### src/rtl/axi_lite_reg_bank.sv
// Register bank behind the AXI-Lite slave: ID/CTRL/STATUS/SCRATCH/IRQ registers
// served over level-request / pulse-ack RF ports with configurable wait states.
module axi_lite_reg_bank #(
  parameter int                    ADDR_WIDTH  = 32,
  parameter int                    DATA_WIDTH  = 32,
  parameter logic [ADDR_WIDTH-1:0] BASE_ADDR   = '0,
  parameter int                    ACK_LATENCY = 1,
  parameter logic [DATA_WIDTH-1:0] ID_VALUE    = 32'hA11E_0001,
  parameter logic [31:0]           CTRL_RST    = 32'h0000_0000
) (
  input  logic                  ACLK,
  input  logic                  ARESET,
  input  logic                  RF_WREQ,
  input  logic [ADDR_WIDTH-1:0] RF_WADDR,
  input  logic [DATA_WIDTH-1:0] RF_WDATA,
  output logic                  RF_WACK,
  output logic                  RF_WERROR,
  input  logic                  RF_RREQ,
  input  logic [ADDR_WIDTH-1:0] RF_RADDR,
  output logic                  RF_RACK,
  output logic [DATA_WIDTH-1:0] RF_RDATA,
  output logic                  RF_RERROR,
  output logic [31:0]           CTRL_OUT,
  input  logic [31:0]           STATUS_IN,
  input  logic [31:0]           IRQ_SET,
  output logic                  IRQ
);

  localparam int CW = (ACK_LATENCY > 1) ? $clog2(ACK_LATENCY) : 1;

  typedef enum logic [2:0] {IDLE, WR_WAIT, RD_WAIT, ACK, HOLD} state_e;

  state_e                state_q, state_d;
  logic                  isWr_q, isWr_d;
  logic [CW-1:0]         cnt_q, cnt_d;
  logic [31:0]           ctrl_q, irqStat_q, irqStat_d, irqEn_q;
  logic [DATA_WIDTH-1:0] scratch_q, rdata_q, rdVal, w1cMask;
  logic                  werr_q, rerr_q, irq_q;
  logic [ADDR_WIDTH-1:0] wOff, rOff;
  logic                  wErr, rdErr, wrAck, rdAck;

  // Offsets wrap below BASE_ADDR, so a single unsigned compare rejects both sides of the window.
  assign wOff  = RF_WADDR - BASE_ADDR;
  assign rOff  = RF_RADDR - BASE_ADDR;
  assign wErr  = (RF_WADDR[1:0] != 2'b00) || (wOff >= ADDR_WIDTH'(24)) ||
                 (wOff[4:2] == 3'd0) || (wOff[4:2] == 3'd2);
  assign rdErr = (RF_RADDR[1:0] != 2'b00) || (rOff >= ADDR_WIDTH'(24));

  assign wrAck = (state_q == ACK) && isWr_q;
  assign rdAck = (state_q == ACK) && !isWr_q;

  always_comb begin
    rdVal = '0;
    if (!rdErr) begin
      case (rOff[4:2])
        3'd0:    rdVal = ID_VALUE;
        3'd1:    rdVal = ctrl_q;
        3'd2:    rdVal = STATUS_IN;
        3'd3:    rdVal = scratch_q;
        3'd4:    rdVal = irqStat_q;
        3'd5:    rdVal = irqEn_q;
        default: rdVal = '0;
      endcase
    end
  end

  // Set pulses are OR-ed in after the clear so a simultaneous set survives.
  always_comb begin
    w1cMask   = (wrAck && !wErr && wOff[4:2] == 3'd4) ? RF_WDATA : '0;
    irqStat_d = (irqStat_q & ~w1cMask) | IRQ_SET;
  end

  always_comb begin
    state_d = state_q;
    isWr_d  = isWr_q;
    cnt_d   = cnt_q;
    case (state_q)
      IDLE: begin
        cnt_d = '0;
        if (RF_WREQ) begin
          isWr_d  = 1'b1;
          state_d = (ACK_LATENCY == 1) ? ACK : WR_WAIT;
        end else if (RF_RREQ) begin
          isWr_d  = 1'b0;
          state_d = (ACK_LATENCY == 1) ? ACK : RD_WAIT;
        end
      end
      WR_WAIT, RD_WAIT: begin
        if (cnt_q == CW'(ACK_LATENCY - 2)) state_d = ACK;
        else cnt_d = cnt_q + 1'b1;
      end
      ACK:  state_d = HOLD;
      HOLD: if (isWr_q ? !RF_WREQ : !RF_RREQ) state_d = IDLE;
      default: state_d = IDLE;
    endcase
  end

  always_ff @(posedge ACLK) begin
    if (ARESET) begin
      state_q   <= IDLE;
      isWr_q    <= 1'b0;
      cnt_q     <= '0;
      ctrl_q    <= CTRL_RST;
      scratch_q <= '0;
      irqStat_q <= '0;
      irqEn_q   <= '0;
      rdata_q   <= '0;
      werr_q    <= 1'b0;
      rerr_q    <= 1'b0;
      irq_q     <= 1'b0;
    end else begin
      state_q   <= state_d;
      isWr_q    <= isWr_d;
      cnt_q     <= cnt_d;
      irqStat_q <= irqStat_d;
      irq_q     <= |(irqStat_q & irqEn_q);
      if (wrAck) begin
        werr_q <= wErr;
        if (!wErr) begin
          case (wOff[4:2])
            3'd1:    ctrl_q    <= RF_WDATA;
            3'd3:    scratch_q <= RF_WDATA;
            3'd5:    irqEn_q   <= RF_WDATA;
            default: ;
          endcase
        end
      end
      if (rdAck) begin
        rdata_q <= rdVal;
        rerr_q  <= rdErr;
      end
    end
  end

  // Ack-cycle results are shown immediately and held in the _q copies afterwards.
  assign RF_WACK   = wrAck;
  assign RF_RACK   = rdAck;
  assign RF_WERROR = wrAck ? wErr : werr_q;
  assign RF_RDATA  = rdAck ? rdVal : rdata_q;
  assign RF_RERROR = rdAck ? rdErr : rerr_q;
  assign CTRL_OUT  = ctrl_q;
  assign IRQ       = irq_q;

endmodule
### config.mk
export PLATFORM = sky130hd
export DESIGN_NAME = axi_lite_reg_bank
export DESIGN_NICKNAME = d
export VERILOG_FILES = /design/src/rtl/axi_lite_reg_bank.sv
export SDC_FILE = /design/constraint.sdc
export NUM_CORES = 1
export LEC_CHECK = 0
export BUFFER_PORTS_ARGS = -buffer_cell sky130_fd_sc_hd__buf_4
export CORE_MARGIN = 2
export CORE_UTILIZATION = 53
export CTS_CLUSTER_SIZE = 25
export DETAILED_ROUTE_END_ITERATION = 7
export GPL_ROUTABILITY_DRIVEN = 0
export PLACE_DENSITY_LB_ADDON = 0.25
export SLEW_MARGIN = 15
export SYNTH_ARGS = -nofsm -noshare
export SYNTH_HDL_FRONTEND = slang
export SYNTH_SLANG_ARGS = --single-unit
### constraint.sdc
create_clock -name ACLK -period 1.99 [get_ports ACLK]
set_input_delay 0.199 -clock ACLK [delete_from_list [all_inputs] [get_ports ACLK]]
set_output_delay 0.199 -clock ACLK [all_outputs]
set_load 0.01 [all_outputs]
## Word-level counts from Yosys, hierarchy flattened

Index checks and enable logic that the tools add are counted.

- $add $sub $neg: 1
- $lt $le $gt $ge: 2
- Equality and inequality tests: 17
- Mux-type cells: 16
- Bitwise operators: 5
- Reduce and logical (&&, ||, !) cells: 26

Operator list:

| operator | number |
|---|---|
| $pmux 32 s6 | 1 |
| $mux 32 | 3 |
| $and 32x32->32 | 2 |
| $ge 32x5->1 const B | 2 |
| $not 32->32 | 1 |
| $or 32x32->32 | 1 |
| $reduce_or 32->1 | 1 |
| $eq 3x2->1 const B | 6 |
| $eq 3x3->1 const B | 5 |
| $mux 3 | 4 |
| $pmux 3 s4 | 1 |
| $reduce_and 3->1 | 4 |
| $eq 3x1->1 const B | 3 |
| $logic_not 3->1 | 3 |
| $reduce_bool 2->1 | 4 |
| $mux 1 | 6 |
| $logic_and 1x1->1 | 4 |
| $logic_not 1->1 | 4 |
| $logic_or 1x1->1 | 4 |
| $ne 2x2->1 const B | 2 |
| $ne 3x3->1 const B | 1 |
| $pmux 1 s2 | 1 |
| $reduce_and 2->1 | 1 |
| $reduce_or 2->1 | 1 |
| 2 further kinds | 2 |

- Register bits after elaboration: 168

## Logic depth before layout (Yosys ltp)

Gate-level depths: netlist of run 1.

- Word-level depth: 11
- Gate-level depth with buffers: 8

## Worst setup path before layout of run 1

Ideal clock, no wire load.

- Path kind: reg-to-output
- From: register state_q[2]
- To: output port RF_RDATA[0]
- Arrival time: 1.758 ns
- Path slack: 0.033 ns
- Stages on the path, launching flop included: 9
- Path buffers: 2
- Cells stage by stage: dfxtp_1 nand2b_1 or2_1 inv_2 nand3_1 or3_1 clkbuf_1 clkbuf_1 o21ai_1

- Longest elaborated chain between the ends: 3

RTL lines:

| element | line | text |
|---|---|---|
| start: declaration | 33 | `state_e state_q, state_d;` |
| start signal: assignment | 112 | `state_q <= state_d;` |
| $eq 3x2->1 | 50 | `assign rdAck = (state_q == ACK) && !isWr_q;` |
| $logic_and 1x1->1 | 50 |  |
| via RF_RACK | 20 | `output logic RF_RACK,` |
| $mux 32 | n/a |  |
| end: declaration | 21 | `output logic [DATA_WIDTH-1:0] RF_RDATA,` |

The timed path passes the listed nets, and every way through them passes these cells.

## Worst setup path in the final report of run 1

- From: register state_q[2]
- To: output port RF_RDATA[13]

- Longest elaborated chain between the ends: 3

RTL lines:

| element | line |
|---|---|
| $eq 3x2->1 | 50 |
| $logic_and 1x1->1 | 50 |
| $mux 32 | n/a |

Every way passes these cells.

==> flow_metrics.py, run 1 <==
metrics = {
    "pwr": {
        "irDropWorstVdd_mv": 0.5816,
        "power.density_nw_per_um2": 618.9,
        "p_leak_uw": 0.005376,
    },
    "synthesis": {
        "ys_seq_area_frac": 0.4021,
        "synth_ff_type": "dfxtp_1",
        "yosys_register_bits": 166,
        "syn-num-nets": 1056,
        "synth.avg_cell_area_um2": 9.266,
        "synthDistinctLibCells": 40,
        "syn_inst": 892,
        "synth_edf_count": 0,
        "async_flop_share": 0,
        "yosys_warnings": 0,
        "netlist_area_um2": 8265,
    },
    "clock_tree": {
        "h-tree-depth": 4,
        "numCtsBuffers": 17,
        "cts_tree": "done",
        "clkLatencyLatePin_ns": 0.43,
        "cts_buffer_depth": 2,
        "root_buffer": "clkbuf_16",
        "cts.sinks": 166,
        "cts.clk_slew.worst_paths_ns": 0.07,
    },
    "hold_path": {
        "hold_class": "primary input to register",
    },
    "route": {
        "via_per_inst": 5.941,
        "drc": 0,
        "drt_iter0_drc": 653,
        "postRouteAntennaNets": 0,
        "wirelength_mm": 27.86,
        "drtPass1Iterations": 5,
        "via_count": 8205,
        "post_drt_wl_per_cell_um": 20.17,
    },
    "global_route": {
        "antenna_found_initial": 0,
        "grt_max_degree": 80,
        "grt_use_total": 0.3184,
        "grt-ovfl-total": 0,
        "grt_pass1_vias": 7720,
        "grt_pass1_wl_mm": 40.82,
    },
    "critical_path": {
        "path_class": "register to output pin",
        "cp-start-kind": "register",
        "critPathMaxStageDelay_ns": 0.39,
        "cpMaxStageDelayCell": "or3_4",
        "crit_path_end_kind": "output pin",
        "crit_path_max_fanout": 9,
        "crit_top_cell": "buf_6",
        "path_cells": "nand2b_4, or2_4, inv_2, nand3_2, or3_4, buf_6, buf_12, o21ai_4, buf_6",
        "crit_family": "simple AND/OR/NAND/NOR gates",
        "required_ns": 1.79,
        "crit_buf_inv": 4,
        "cp.arrival_ns": 2.21,
    },
    "layout": {
        "diodes": 0,
        "postLayoutCellArea_um2": 12280,
        "area_growth_pct": 48.59,
        "layout_commonest_cell": "buf_4",
        "final_cell_mix": "buf_4, dfxtp_1, nand2b_1",
        "layout-drive-gt1-share": 0.3512,
        "nNetsFinal": 1344,
    },
    "timing": {
        "maxSlewViolCount": 0,
        "finalHoldViolCount": 0,
        "skew_ns": 0.007481,
        "layout_setup_ws_ns": -0.4180,
        "min_period_ns": 2.408,
        "fin_crit_sh": 1.210,
        "slew_headroom": 0.5449,
        "rsz0062_at_grt": "true",
        "setup_viol": 105,
        "tightest_slew_ns": 0.6827,
        "fmax_mhz": 415.3,
        "timing.hold.ws_ns": 0.02414,
    },
    "run_status": {
        "violations": "negative setup slack",
        "status": "complete, but fails checks",
    },
    "place": {
        "hpwl_mm": 17.92,
        "dpl_cell_area_um2": 10520,
        "portBuffers": 232,
    },
    "die": {
        "ios": 233,
        "die_h_um": 128.9,
        "initial_core_util": 0.5437,
        "coreArea_um2": 15200,
        "rows": 45,
        "die_area_um2": 16610,
        "dieWidth_um": 128.9,
    },
    "flow_run": {
        "cap_violations": 0,
    },
}
==> final timing paths <==
kind / start / end / slack (ns) / cells past startpoint
max reg2reg: state_q[2] / irqEn_q[27] / -0.07 / 8
min reg2reg: scratch_q[29] / scratch_q[29] / 0.48 / 2
max: state_q[2] / RF_RDATA[13] / -0.42 / 9
min: IRQ_SET[20] / irqStat_q[20] / 0.02 / 3
==> power by group <==
| group | leakage (uW) | internal, uW | total, uW | switching (uW) |
|---|---|---|---|---|
| clock network | 0.000257 | 1730 | 3160 | 1430 |
| registers | 0.00135 | 3380 | 3440 | 58.4 |
| logic | 0.00377 | 525 | 1000 | 477 |
==> per-layer routing <==
metal  track usage  wire [um]  share of wire  vias to the layer above
met2        0.5328      13500           0.48                      383
met5             0          0              0                        -
met4        0.1189        734          0.026                        0
li1              -          -              -                     3829
met3       0.06112       2156          0.077                       57
met1        0.4094      11470           0.41                     3936
==> through the flow <==
step,total power (uW),utilization,setup slack (ns),std cells,setup TNS [ns]
CTS,7565,0.7854,-0.4354,1377,-13.96
floorplan,3884,-,0.03303,892,0
global placement,4366,0.6922,-0.1081,1299,-7.601
global route,7804,0.8079,-0.4910,1381,-19.28
detailed placement,4378,0.6922,-0.1425,1299,-9.961
finish,7601,0.8079,-0.4180,1381,-13.63
==> tightest hold or removal path, stage by stage <==
cell and delay, ns:
buf_4 0.11, inv_1 0.04, a31oi_1 0.06
==> cells by family after synthesis <==
| family | count (synthesis) | synth area share |
|---|---|---|
| flip-flops | 166 | 0.4021 |
| AND/OR/NAND/NOR | 269 | 0.1951 |
| AO/OA/AOI/OAI | 214 | 0.1854 |
| buffers and inverters | 113 | 0.05919 |
| multiplexers | 130 | 0.1582 |
==> timing repair <==
action,in CTS,in global routing
hold endpoints to repair,32,0
pin swaps,48,9
hold buffers,32,0
setup endpoints to repair,54,97
gates resized for setup,83,49
cloned,4,3
setup buffers,11,4
==> layout make-up <==
class | count | area (um2)
Clock buffer | 19 | 432.9
Clock inverter | 13 | 125.1
Fill cell | 984 | 2920
Inverter | 42 | 157.7
Multi-Input combinational cell | 613 | 5010
Sequential cell | 166 | 3326
Tap cell | 188 | 235.2
Timing Repair Buffer | 340 | 2995
==> state kept, by name (all words and copies together), names as in the netlist <==
signal     cells
irqEn_q       32
rerr_q         1
IRQ            1
CTRL_OUT      32
isWr_q         1
state_q        2
irqStat_q     32
werr_q         1
rdata_q       32
scratch_q     32
==> synthesized netlist by cell type, types with 7 or more instances <==
master     number  area, um2
dfxtp_1       166       3323
nand2b_1      134      838.3
mux2i_1       125       1251
clkbuf_1       50      187.7
inv_1          41      153.9
nand2_1        36      135.1
nand3b_1       33      247.7
o21ai_1        33      165.2
a31oi_1        32      200.2
o21bai_1       32      240.2
o31ai_1        32      240.2
a221oi_1       27      236.5
o2bb2ai_1      24      210.2
a22oi_1        17      127.6
nor4_1         14      87.58
nor2_1         13      48.80
nor2b_1         9      56.30
nand4_1         8      50.05
buf_2           7      35.03
Power figures use the tool's default switching activity.
==> run 2, diff against run 1 <==
Settings changed: PLACE_DENSITY from default to 0.81, PLACE_DENSITY_LB_ADDON 0.25 to default.
==> run 2 against run 1 <==
- the flow still finishes with violations (negative setup slack)
- critical path depth decreased by 1
- count of clock-buffer cells in the layout rose by 4
- power rose by 3.8%
- maximum frequency is 0.63% higher
- register-to-register slack worse by 0.10 ns
- sequential share of layout area up 0.053 points
- sequential power about the same
- critical endpoint unchanged
==> flow_metrics.py, run 2 (synthesized netlist as in run 1, its figures left out) <==
metrics = {
    "run_status": {
        "status": "complete, but fails checks",
        "violations": "negative setup slack",
    },
    "pwr": {
        "swShare": 0.2359,
        "power_frac_seq": 0.435,
        "power.density_nw_per_um2": 643.7,
        "p_comb_frac": 0.126,
        "clockPowerShare": 0.439,
        "p_leak_uw": 0.005418,
        "irDropWorstVdd_mv": 0.6308,
        "p_int_uw": 6029,
        "p_sw_uw": 1861,
    },
    "clock_tree": {
        "clkLatencyLatePin_ns": 0.43,
        "root_buffer": "clkbuf_16",
        "cts.clk_slew.worst_paths_ns": 0.06,
        "numCtsBuffers": 17,
        "cts_buffer_depth": 2,
        "h-tree-depth": 4,
        "cts_tree": "done",
        "cts.sinks": 166,
    },
    "critical_path": {
        "crit_path_end_kind": "output pin",
        "cp.arrival_ns": 2.19,
        "crit_path_max_fanout": 7,
        "cp-start-kind": "register",
        "rr_worst_depth": 9,
        "critPathMaxStageDelay_ns": 0.47,
        "path_cells": "nand2b_4, or2_4, inv_2, nand3_2, or3_4, clkbuf_16, o21ai_4, buf_6",
        "required_ns": 1.79,
        "cpMaxStageDelayCell": "or3_4",
        "path_class": "register to output pin",
    },
    "layout": {
        "fin_util": 0.8063,
        "area_growth_pct": 48.30,
        "final_cells": 1379,
        "final_cell_mix": "buf_4, dfxtp_1, nand2b_1",
        "diodes": 0,
        "layout_commonest_cell": "buf_4",
        "layout-drive-gt1-share": 0.3434,
        "nNetsFinal": 1343,
    },
    "timing": {
        "layout_setup_ws_ns": -0.4029,
        "skew_ns": 0.004535,
        "fin_crit_sh": 1.202,
        "setup_viol": 54,
        "min_period_ns": 2.393,
        "fmax_mhz": 417.9,
        "tightest_slew_ns": 0.8576,
        "rsz0062_at_grt": "true",
        "finalHoldViolCount": 0,
        "maxSlewViolCount": 0,
        "slew_headroom": 0.4283,
    },
    "route": {
        "post_drt_wl_per_cell_um": 21.20,
        "postRouteAntennaNets": 0,
        "wirelength_mm": 29.24,
        "via_count": 8299,
        "drc": 0,
        "via_per_inst": 6.018,
        "drt_iter0_drc": 723,
        "drtPass1Iterations": 7,
    },
    "global_route": {
        "grt-ovfl-total": 0,
        "grt_pass1_vias": 7978,
        "grt_use_total": 0.3289,
        "antenna_found_initial": 0,
        "grt_max_degree": 85,
        "grt_pass1_wl_mm": 41.81,
    },
    "die": {
        "die_h_um": 128.9,
        "die_area_um2": 16610,
        "ios": 233,
        "dieWidth_um": 128.9,
        "coreArea_um2": 15200,
        "rows": 45,
        "initial_core_util": 0.5437,
    },
    "place": {
        "dp_cells": 1302,
        "hpwl_mm": 17.95,
        "portBuffers": 232,
    },
    "flow_run": {
        "cap_violations": 0,
    },
    "hold_path": {
        "min_path_cells": 3,
        "hold_class": "primary input to register",
    },
}
run 2: changes by cell type in the layout (fill, tap and decap cells not counted), moves of 3 or more:
cell,change
o21ai_4,+9
clkbuf_8,+5
clkinvlp_4,-3
buf_6,+6
clkinv_4,-3
o31ai_1,+10
o31ai_2,+6
buf_4,-5
o21ai_2,-9
inv_6,-3
buf_12,-4
o31ai_4,-16
run 2: timing repair:
action,in CTS,in global routing
setup endpoints to repair,100,62
gates resized for setup,33,75
pin swaps,3,31
endpoints found under the hold margin,32,0
buffers inserted,1,3
cloned,5,5
hold buffers,32,0
run 2: worst paths after layout:
kind,start,end,slack (ns)
max,state_q[2],RF_RDATA[13],-0.40
min reg2reg,scratch_q[28],scratch_q[28],0.48
min,IRQ_SET[28],irqStat_q[28],0.03
max reg2reg,state_q[2],rdata_q[16],-0.17
run 2: power groups by stage:
| stage | clock network, uW | registers (uW) | logic [uW] |
|---|---|---|---|
| finish | 3460 | 3440 | 994 |
| global route | 3600 | 3440 | 1050 |
| CTS | 3450 | 3430 | 949 |
| detailed placement | 0 | 3500 | 881 |
| global placement | 0 | 3500 | 867 |
| floorplan | 0 | 3480 | 402 |
run 2: area by class of cell:
cell class,instances,area (um2)
clock inverters,8,120.1
well taps,188,235.2
clock buffers,23,498.0
fillers,972,2944
multi-input cells,613,4891
inverters,42,157.7
flip-flops and latches,166,3326
repair buffers,339,3030
run 2: routing by layer:
layer | vias up | global-route usage | part of all wire
met2 | 445 | 0.5590 | 0.49
met4 | 0 | 0.1368 | 0.029
met5 | - | 0 | 0
met1 | 3974 | 0.4105 | 0.39
met3 | 65 | 0.06279 | 0.089
li1 | 3815 | - | -
run 2: per-stage QoR:
step / setup WS (ns) / instance area, um2 / setup TNS [ns] / total power, uW / hold WS [ns]
3_3_place_gp: -0.07994 / 10550 / -4.191 / 4369 / 0.3921
2_1_floorplan: 0.03303 / 8265 / 0 / 3884 / 0.2986
5_1_grt: -0.4485 / 12260 / -16.74 / 8091 / 0.03347
3_5_place_dp: -0.1152 / 10550 / -5.018 / 4386 / 0.3943
6_report: -0.4029 / 12260 / -13.84 / 7890 / 0.03010
4_1_cts: -0.4273 / 11760 / -12.75 / 7832 / 0.02382
run 2: critical path: cells and delay by family (launching register included):
kind	cells	cell delay (ns)
simple gates	4	0.89
buf+inv	3	0.41
flops	1	0.32
compound gates	1	0.14
